--- config.mk ---
export PLATFORM = sky130hd
export DESIGN_NAME = mmio_uart_v2_flat
export DESIGN_NICKNAME = d
export VERILOG_FILES = /design/src/rtl/mmio_uart_v2_if.sv /design/src/rtl/mmio_uart_v2.sv /design/src/flat_wrapper.sv
export SDC_FILE = /design/constraint.sdc
export NUM_CORES = 1
export LEC_CHECK = 0
export BUFFER_PORTS_ARGS = -buffer_cell sky130_fd_sc_hd__buf_2
export CAP_MARGIN = 5
export CORE_MARGIN = 2
export CORE_UTILIZATION = 65
export DETAILED_ROUTE_END_ITERATION = 8
export GPL_ROUTABILITY_DRIVEN = 0
export PLACE_DENSITY = 0.83
export REMOVE_ABC_BUFFERS = 1
export SYNTH_ARGS = -nofsm -noshare
export SYNTH_HDL_FRONTEND = slang
export SYNTH_SLANG_ARGS = --single-unit
--- constraint.sdc ---
create_clock -name clk -period 5.8 [get_ports clk]
set_input_delay 0.29 -clock clk [delete_from_list [all_inputs] [get_ports clk]]
set_output_delay 0.29 -clock clk [all_outputs]
set_load 0.03 [all_outputs]
--- src/rtl/mmio_uart_v2_if.sv ---
`default_nettype none
// ============================================================================
// Module      : mmio_uart_v2_if
// Description : CPU data-memory bus bundle between the address decoder and
//               the mmio_uart_v2 peripheral block.
// Revision    : 1.0 - initial release
// ============================================================================
interface mmio_uart_v2_if;
  logic        en;
  logic [3:0]  we;
  logic [13:0] addr;
  logic [31:0] din;
  logic [31:0] dout;

  modport master (output en, we, addr, din, input dout);
  modport slave  (input en, we, addr, din, output dout);
endinterface
`default_nettype wire

--- src/rtl/mmio_uart_v2.sv ---
`default_nettype none
// ============================================================================
// Module      : uart / mmio_uart_v2
// Description : 8N1 UART core plus the memory-mapped wrapper with TX/RX FIFOs,
//               sticky RX overflow, control register, cycle/instr counters.
// Revision    : 1.0 - initial release
// ============================================================================
module uart #(
  parameter int CPU_CLOCK_FREQ = 50_000_000,
  parameter int BAUD_RATE      = 115_200
) (
  input  wire        clk,
  input  wire        rst,
  input  wire  [7:0] data_in_i,
  input  wire        data_in_valid_i,
  output logic       data_in_ready_o,
  output logic [7:0] data_out_o,
  output logic       data_out_valid_o,
  input  wire        data_out_ready_i,
  input  wire        serial_in_i,
  output logic       serial_out_o
);
  localparam int          c_CPB     = CPU_CLOCK_FREQ / BAUD_RATE;
  localparam logic [15:0] c_CPB_M1  = 16'(c_CPB - 1);
  localparam logic [15:0] c_HALF_M1 = 16'(c_CPB / 2 - 1);

  typedef enum logic [1:0] {RX_IDLE, RX_START, RX_DATA, RX_STOP} rx_state_t;

  logic [9:0]  tx_shift_q;
  logic [3:0]  tx_bits_q;
  logic [15:0] tx_cnt_q;
  logic [1:0]  rx_sync_q;
  rx_state_t   rx_state_q, rx_state_d;
  logic [15:0] rx_cnt_q, rx_cnt_d;
  logic [2:0]  rx_bit_q, rx_bit_d;
  logic [7:0]  rx_shift_q, rx_shift_d;
  logic        rx_valid_q, rx_valid_d;
  logic        w_rx;

  assign data_in_ready_o  = (tx_bits_q == 4'd0);
  assign serial_out_o     = tx_shift_q[0];
  assign data_out_o       = rx_shift_q;
  assign data_out_valid_o = rx_valid_q;
  assign w_rx             = rx_sync_q[1];

  // Transmitter: load a start/data/stop frame and shift it out LSB first.
  always_ff @(posedge clk) begin
    if (rst) begin
      tx_shift_q <= 10'h3FF;
      tx_bits_q  <= 4'd0;
      tx_cnt_q   <= 16'd0;
    end else if (tx_bits_q == 4'd0) begin
      if (data_in_valid_i) begin
        tx_shift_q <= {1'b1, data_in_i, 1'b0};
        tx_bits_q  <= 4'd10;
        tx_cnt_q   <= 16'd0;
      end
    end else if (tx_cnt_q == c_CPB_M1) begin
      tx_cnt_q   <= 16'd0;
      tx_shift_q <= {1'b1, tx_shift_q[9:1]};
      tx_bits_q  <= tx_bits_q - 4'd1;
    end else begin
      tx_cnt_q <= tx_cnt_q + 16'd1;
    end
  end

  // Receiver state register and input synchroniser (line idles high).
  always_ff @(posedge clk) begin
    if (rst) begin
      rx_sync_q  <= 2'b11;
      rx_state_q <= RX_IDLE;
      rx_cnt_q   <= 16'd0;
      rx_bit_q   <= 3'd0;
      rx_shift_q <= 8'd0;
      rx_valid_q <= 1'b0;
    end else begin
      rx_sync_q  <= {rx_sync_q[0], serial_in_i};
      rx_state_q <= rx_state_d;
      rx_cnt_q   <= rx_cnt_d;
      rx_bit_q   <= rx_bit_d;
      rx_shift_q <= rx_shift_d;
      rx_valid_q <= rx_valid_d;
    end
  end

  // Receiver next state: find mid start bit, then sample each bit mid-cell.
  always_comb begin
    rx_state_d = rx_state_q;
    rx_cnt_d   = rx_cnt_q + 16'd1;
    rx_bit_d   = rx_bit_q;
    rx_shift_d = rx_shift_q;
    rx_valid_d = rx_valid_q & ~data_out_ready_i;
    case (rx_state_q)
      RX_IDLE: begin
        rx_cnt_d = 16'd0;
        if (!w_rx) rx_state_d = RX_START;
      end
      RX_START: if (rx_cnt_q == c_HALF_M1) begin
        rx_cnt_d   = 16'd0;
        rx_bit_d   = 3'd0;
        rx_state_d = w_rx ? RX_IDLE : RX_DATA;
      end
      RX_DATA: if (rx_cnt_q == c_CPB_M1) begin
        rx_cnt_d   = 16'd0;
        rx_shift_d = {w_rx, rx_shift_q[7:1]};
        rx_bit_d   = rx_bit_q + 3'd1;
        if (rx_bit_q == 3'd7) rx_state_d = RX_STOP;
      end
      RX_STOP: if (rx_cnt_q == c_CPB_M1) begin
        rx_cnt_d   = 16'd0;
        rx_state_d = RX_IDLE;
        if (w_rx) rx_valid_d = 1'b1;
      end
      default: rx_state_d = RX_IDLE;
    endcase
  end
endmodule

module mmio_uart_v2 #(
  parameter int CPU_CLOCK_FREQ = 50_000_000,
  parameter int BAUD_RATE      = 115_200,
  parameter int RX_DEPTH       = 32,
  parameter int TX_DEPTH       = 16
) (
  input  wire               clk,
  input  wire               reset,
  mmio_uart_v2_if.slave     bus,
  input  wire               instruction_complete_i,
  input  wire               serial_in_i,
  output logic              serial_out_o
);
  localparam int                 c_RX_PW      = $clog2(RX_DEPTH);
  localparam int                 c_TX_PW      = $clog2(TX_DEPTH);
  localparam logic [c_RX_PW:0]   c_RX_FULL    = RX_DEPTH[c_RX_PW:0];
  localparam logic [c_TX_PW:0]   c_TX_FULL    = TX_DEPTH[c_TX_PW:0];
  localparam logic [c_RX_PW-1:0] c_RX_PTR_ONE = c_RX_PW'(1);
  localparam logic [c_TX_PW-1:0] c_TX_PTR_ONE = c_TX_PW'(1);
  localparam logic [c_RX_PW:0]   c_RX_CNT_ONE = (c_RX_PW + 1)'(1);
  localparam logic [c_TX_PW:0]   c_TX_CNT_ONE = (c_TX_PW + 1)'(1);

  logic [7:0]         rx_mem_q [RX_DEPTH];
  logic [7:0]         tx_mem_q [TX_DEPTH];
  logic [c_RX_PW-1:0] rx_wr_q, rx_rd_q;
  logic [c_TX_PW-1:0] tx_wr_q, tx_rd_q;
  logic [c_RX_PW:0]   rx_count_q;
  logic [c_TX_PW:0]   tx_count_q;
  logic               rx_ovf_q;
  logic [1:0]         ctrl_q;
  logic [31:0]        cyc_q, instr_q;

  logic [7:0] w_addr, w_u_dout;
  logic       w_rd, w_wr, w_u_valid, w_u_ready, w_u_serial_in, w_u_serial_out;
  logic       w_rx_empty, w_rx_full, w_tx_empty, w_tx_full;
  logic       w_rx_pop, w_rx_push, w_rx_drop, w_tx_pop, w_tx_push;
  logic       w_cnt_clr, w_ovf_clr, w_unused;

  assign w_addr     = bus.addr[7:0];
  assign w_rd       = bus.en & (bus.we == 4'd0);
  assign w_wr       = bus.en & (bus.we != 4'd0);
  assign w_rx_empty = (rx_count_q == '0);
  assign w_rx_full  = (rx_count_q == c_RX_FULL);
  assign w_tx_empty = (tx_count_q == '0);
  assign w_tx_full  = (tx_count_q == c_TX_FULL);
  // A full RX FIFO still accepts a byte when the same cycle pops one.
  assign w_rx_pop   = w_rd & (w_addr == 8'h04) & ~w_rx_empty;
  assign w_rx_push  = w_u_valid & (~w_rx_full | w_rx_pop);
  assign w_rx_drop  = w_u_valid & w_rx_full & ~w_rx_pop;
  assign w_tx_pop   = ~w_tx_empty & w_u_ready;
  assign w_tx_push  = w_wr & bus.we[0] & (w_addr == 8'h08) & (~w_tx_full | w_tx_pop);
  assign w_cnt_clr  = w_wr & (w_addr == 8'h18);
  assign w_ovf_clr  = w_wr & bus.we[0] & (w_addr == 8'h1C) & bus.din[2];
  assign w_u_serial_in = ctrl_q[1] ? w_u_serial_out : serial_in_i;
  assign serial_out_o  = w_u_serial_out;
  assign w_unused      = ^{bus.addr[13:8], bus.din[31:8]};

  uart #(.CPU_CLOCK_FREQ(CPU_CLOCK_FREQ), .BAUD_RATE(BAUD_RATE)) u_uart (
    .clk              (clk),
    .rst              (~reset),
    .data_in_i        (tx_mem_q[tx_rd_q]),
    .data_in_valid_i  (~w_tx_empty),
    .data_in_ready_o  (w_u_ready),
    .data_out_o       (w_u_dout),
    .data_out_valid_o (w_u_valid),
    .data_out_ready_i (1'b1),
    .serial_in_i      (w_u_serial_in),
    .serial_out_o     (w_u_serial_out)
  );

  // FIFO storage: written on accepted pushes only, contents need no reset.
  always_ff @(posedge clk) begin
    if (w_rx_push) rx_mem_q[rx_wr_q] <= w_u_dout;
    if (w_tx_push) tx_mem_q[tx_wr_q] <= bus.din[7:0];
  end

  // FIFO pointers/counts, overflow flag, control and counters.
  always_ff @(posedge clk) begin
    if (!reset) begin
      rx_wr_q <= '0; rx_rd_q <= '0; rx_count_q <= '0;
      tx_wr_q <= '0; tx_rd_q <= '0; tx_count_q <= '0;
      rx_ovf_q <= 1'b0;
      ctrl_q   <= 2'b00;
      cyc_q    <= 32'd0;
      instr_q  <= 32'd0;
    end else begin
      if (w_rx_push) rx_wr_q <= rx_wr_q + c_RX_PTR_ONE;
      if (w_rx_pop)  rx_rd_q <= rx_rd_q + c_RX_PTR_ONE;
      case ({w_rx_push, w_rx_pop})
        2'b10:   rx_count_q <= rx_count_q + c_RX_CNT_ONE;
        2'b01:   rx_count_q <= rx_count_q - c_RX_CNT_ONE;
        default: ;
      endcase
      if (w_tx_push) tx_wr_q <= tx_wr_q + c_TX_PTR_ONE;
      if (w_tx_pop)  tx_rd_q <= tx_rd_q + c_TX_PTR_ONE;
      case ({w_tx_push, w_tx_pop})
        2'b10:   tx_count_q <= tx_count_q + c_TX_CNT_ONE;
        2'b01:   tx_count_q <= tx_count_q - c_TX_CNT_ONE;
        default: ;
      endcase
      // Set outranks clear when both happen in one cycle.
      if (w_rx_drop)      rx_ovf_q <= 1'b1;
      else if (w_ovf_clr) rx_ovf_q <= 1'b0;
      if (w_wr & bus.we[0] & (w_addr == 8'h0C)) ctrl_q <= bus.din[1:0];
      if (w_cnt_clr) begin
        cyc_q   <= 32'd0;
        instr_q <= 32'd0;
      end else if (!ctrl_q[0]) begin
        cyc_q   <= cyc_q + 32'd1;
        instr_q <= instr_q + {31'd0, instruction_complete_i};
      end
    end
  end

  // Combinational register read mux; zero when deselected or unmapped.
  always_comb begin
    bus.dout = 32'd0;
    if (bus.en) begin
      case (w_addr)
        8'h00: bus.dout = {8'd0, 8'(tx_count_q), 8'(rx_count_q), 4'd0,
                           w_tx_empty & w_u_ready, rx_ovf_q, ~w_rx_empty, ~w_tx_full};
        8'h04: bus.dout = {24'd0, w_rx_empty ? 8'd0 : rx_mem_q[rx_rd_q]};
        8'h0C: bus.dout = {30'd0, ctrl_q};
        8'h10: bus.dout = cyc_q;
        8'h14: bus.dout = instr_q;
        default: bus.dout = 32'd0;
      endcase
    end
  end
endmodule
`default_nettype wire

--- src/flat_wrapper.sv ---
// flat-port wrapper written by rule: the top's interface ports become plain ports
module mmio_uart_v2_flat 
#(
  parameter int CPU_CLOCK_FREQ = 50_000_000,
  parameter int BAUD_RATE      = 115_200,
  parameter int RX_DEPTH       = 32,
  parameter int TX_DEPTH       = 16
)
  (clk, reset, instruction_complete_i, serial_in_i, serial_out_o, bus_en, bus_we, bus_addr, bus_din, bus_dout);
  mmio_uart_v2_if bus_i ();
  input  wire clk;
  input  wire reset;
  input  wire instruction_complete_i;
  input  wire serial_in_i;
  output logic serial_out_o;
  input wire logic [$bits(bus_i.en)-1:0] bus_en;
  input wire logic [$bits(bus_i.we)-1:0] bus_we;
  input wire logic [$bits(bus_i.addr)-1:0] bus_addr;
  input wire logic [$bits(bus_i.din)-1:0] bus_din;
  output wire logic [$bits(bus_i.dout)-1:0] bus_dout;
  assign bus_i.en = bus_en;
  assign bus_i.we = bus_we;
  assign bus_i.addr = bus_addr;
  assign bus_i.din = bus_din;
  assign bus_dout = bus_i.dout;
  mmio_uart_v2 #(.CPU_CLOCK_FREQ(CPU_CLOCK_FREQ), .BAUD_RATE(BAUD_RATE), .RX_DEPTH(RX_DEPTH), .TX_DEPTH(TX_DEPTH)) u_core (.clk(clk), .reset(reset), .bus(bus_i), .instruction_complete_i(instruction_complete_i), .serial_in_i(serial_in_i), .serial_out_o(serial_out_o));
endmodule
==> results.sh <==
export IMPL_synth_area_per_cell_sq_um=13.3
export IMPL_holdWs_ns=0.0692
export IMPL_tritoncts="yes"
export IMPL_cp_endpoint="u_core.tx_count_q[4]$_SDFFE_PN0P_"
export IMPL_maxCapViolCount=0
export IMPL_synth_edf_count=384
export IMPL_synth_top_area_share_pct=49.2
export IMPL_status="completed"
export IMPL_yosysUniqueCellTypes=73
export IMPL_reg2regPathDepth=12
export IMPL_area_growth_pct=10.3
export IMPL_setup_slack_ns=1.90
export IMPL_numCtsBuffers=53
export IMPL_cts_resized=0
export IMPL_synth_ff_type="edfxtp_1"
export IMPL_worst_path_buf_inv=2
export IMPL_finalCritPeriodShare_pct=67.3
export IMPL_ys_ff_latch=550
export IMPL_cpPeakStageDelay_ns=0.69
export IMPL_dp_final_hpwl_um=32700
export IMPL_r2r_end="u_core.tx_count_q[4]$_SDFFE_PN0P_"
export IMPL_clk_path_buf_depth=3
export IMPL_ios=88
export IMPL_yosys_area_top_type="edfxtp_1"
export IMPL_wl_um=53000
export IMPL_diodes=0
export IMPL_gr_total_overflow=0
export IMPL_skew_ns=0.0226
export IMPL_clock_fmax_mhz=256
export IMPL_regArea_sq_um=14900
export IMPL_finalHoldViolations=0
export IMPL_setup_violations=0
export IMPL_cts_root_buf="clkbuf_16"
export IMPL_first_pass_iters=5
export IMPL_drive_above_1_share_pct=13.7
export IMPL_setup_tns_ns=0
export IMPL_vdd_drop_max_uv=433
export IMPL_path_cells="inv_1, ha_1, or3b_2, a21oi_1, ha_1, inv_1, fa_1, nor2b_1, o21ai_0, and3_1, or4_1, a21oi_1"
export IMPL_path_class="reg -> reg"
export IMPL_grt_max_degree=66
export IMPL_cp_top_family="simple AND/OR/NAND/NOR gates"
export IMPL_synth_top_family_by_area="simple AND/OR/NAND/NOR gates"
export IMPL_htreeDepth=2
export IMPL_slew_violations=0
export IMPL_multi_input_area_sq_um=8040
export IMPL_die_w_um=194
export IMPL_synth_compound_area_share_pct=6.74
export IMPL_powerDensity_nw_per_um2=316
export IMPL_gr_usage_all_layers_pct=28.4
export IMPL_placed_cell_area_sq_um=24000
export IMPL_p_leak_nw=8.22
export IMPL_drt_first_iter_violations=1483
export IMPL_clk_pin_slew_ns=0.06
export IMPL_grt_pass1_wl_um=83100
export IMPL_post_synth_top_count_cell="edfxtp_1"
export IMPL_drc=0
export IMPL_clkLatencyLatePin_ns=0.62
export IMPL_avgRoutedWirePerCell_um=23.2
export IMPL_final_util_pct=72.6
export IMPL_hold_class="in -> reg"
export IMPL_startpoint_type="flip-flop"
export IMPL_rows=69
export IMPL_ant_nets=0
export IMPL_grt_pass1_vias=14800
export IMPL_syn_inst=1755
export IMPL_die_area_sq_um=37600
export IMPL_ys_top_cells_by_count="edfxtp_1, nor2_1, dfxtp_1"
export IMPL_start_util_pct=65.9
export IMPL_synth_xor_xnor_area_share_pct=2.95
export IMPL_worst_path_stages=12
export IMPL_synthTopCellsByArea="edfxtp_1, dfxtp_1, mux4_2"
export IMPL_worstPathArrival_ns=4.45
export IMPL_synth_area_sq_um=23400
export IMPL_numPortBuffers=57
export IMPL_die_height_um=194
export IMPL_final_design_area_no_fill_sq_um=25800
export IMPL_clock_sinks=550
export IMPL_cp_max_fo=22
export IMPL_dp_slack_ns=1.92
export IMPL_finalCriticalPeriod_ns=3.90
export IMPL_viasPerCell=6.58
export IMPL_crit_slowest_cell="a21oi_1"
export IMPL_yosysSeqAreaShare_pct=63.4
export IMPL_synth_simple_area_share_pct=12.1
export IMPL_slew_headroom_pct=12.6
export IMPL_ff2ff_setup_slack_ns=1.90
export IMPL_yosysWarnings=0
export IMPL_endpoint_kind="flip-flop"
export IMPL_crit_path_start="u_core.u_uart.tx_bits_q[0]$_SDFFE_PN0P_"
export IMPL_antenna_found_initial=0
export IMPL_r2r_start="u_core.u_uart.tx_bits_q[0]$_SDFFE_PN0P_"
export IMPL_vias=15100
export IMPL_synth_fa_ha_area_share_pct=1.47
export IMPL_nNetsFinal=1866
export IMPL_rsz0062_at_grt="false"
export IMPL_synth_mux_area_share_pct=11.0
export IMPL_synthArstFlopShare_pct=0
export IMPL_worst_slew_pin_slew_ns=1.31
export IMPL_cp_required_ns=6.34
export IMPL_core_region_area_sq_um=35600
export IMPL_fillers=2155
layout by cell type (no fill, tap or decap), drive strengths merged, types with 13 or more instances in the layout:
cell,synthesis,routed
o21ai,46,46
mux4,75,75
a22oi,37,37
edfxtp,384,384
nand4,23,23
and3,15,15
ha,26,26
dfxtp,166,166
a21oi,70,70
a221oi,18,18
or3,22,22
and4,13,13
nor4,24,24
nor2,220,220
nand2,73,73
nand3,45,45
and2,16,16
inv,37,38
buf,34,70
clkinv,0,22
clkbuf,63,63
mux2i,86,86
xnor2,50,50
nor3,43,43
xor2,29,29
final cells by class:
class                   instances  area share (%)
flip-flops and latches        550            57.5
multi-input cells            1071            31.1
clock buffers                  63            5.28
well taps                     461            2.23
repair buffers                 71            1.65
clock inverters                35            1.64
inverters                      37           0.538
timing repair:
action                    4_1_cts  5_1_grt
hold endpoints to repair        1        0
setup buffers                   0        0
hold buffers                    1        0
metrics by stage:
| stage | instances | power [mW] |
|---|---|---|
| after floorplan | 1658 | 4.57 |
| after global placement | 2188 | 4.69 |
| after detailed placement | 2188 | 4.71 |
| after CTS | 2287 | 8.19 |
| after global routing | 2288 | 8.40 |
| final | 2288 | 8.17 |
how the worst min path moves through the flow:
stage | depth (start not counted) | slack, ns | start | to
final | 4 | 0.07 | instruction_complete_i | u_core.instr_q[0]$_SDFFE_PP0N_
after global routing | 1 | 0.07 | bus_din[3] | u_core.tx_mem_q[8][3]$_DFFE_PP_
after CTS | 1 | 0.05 | bus_din[3] | u_core.tx_mem_q[9][3]$_DFFE_PP_
after detailed placement | 1 | 0.40 | u_core.u_uart.rx_sync_q[0]$_SDFF_PN1_ | u_core.u_uart.rx_sync_q[1]$_SDFF_PN1_
after global placement | 1 | 0.40 | u_core.u_uart.rx_sync_q[0]$_SDFF_PN1_ | u_core.u_uart.rx_sync_q[1]$_SDFF_PN1_
after floorplan | 1 | 0.35 | reset | u_core.u_uart.rx_sync_q[0]$_SDFF_PN1_
sequential cells by signal, summed over array words and instances, names as in the netlist, named ones only:
name / count
u_core.rx_mem_q: 256
u_core.tx_mem_q: 128
u_core.cyc_q: 32
u_core.instr_q: 32
u_core.u_uart.rx_cnt_q: 16
u_core.u_uart.tx_cnt_q: 16
u_core.u_uart.tx_shift_q: 9
u_core.u_uart.data_out_o: 8
u_core.rx_count_q: 6
u_core.rx_rd_q: 5
u_core.rx_wr_q: 5
u_core.tx_count_q: 5
u_core.tx_rd_q: 4
u_core.tx_wr_q: 4
u_core.u_uart.tx_bits_q: 4
u_core.u_uart.rx_bit_q: 3
u_core.ctrl_q: 2
u_core.u_uart.rx_sync_q: 2
u_core.rx_ovf_q: 1
u_core.u_uart.data_out_valid_o: 1
u_core.u_uart.rx_state_q: 1
logic make-up after synthesis:
family / count (synthesis)
AO/OA/AOI/OAI: 239
XOR/XNOR: 79
adder cells (fa/ha/maj): 27
buffers and inverters: 134
flip-flops: 550
multiplexers: 163
AND/OR/NAND/NOR: 563
report_power, final:
part	switching (mW)	leakage [nW]	internal (mW)	total, mW
sequential	0.0288	4.86	4.19	4.22
clock	1.48	0.855	2.05	3.53
combinational	0.280	2.50	0.137	0.417
tightest hold or removal path, cell delays in order:
cell,delay (ns)
buf_2,0.09
ha_1,0.13
mux2i_1,0.07
nor2_1,0.08
per-layer routing:
metal | up-vias | global-route usage, % | share of wire, %
met1 | 7500 | 38.9 | 39
li1 | 6720 | - | -
met4 | 0 | 11.3 | 3.5
met3 | 134 | 4.16 | 8.0
met2 | 707 | 46.5 | 49
met5 | - | 0 | 0
Power figures use the tool's default switching activity.
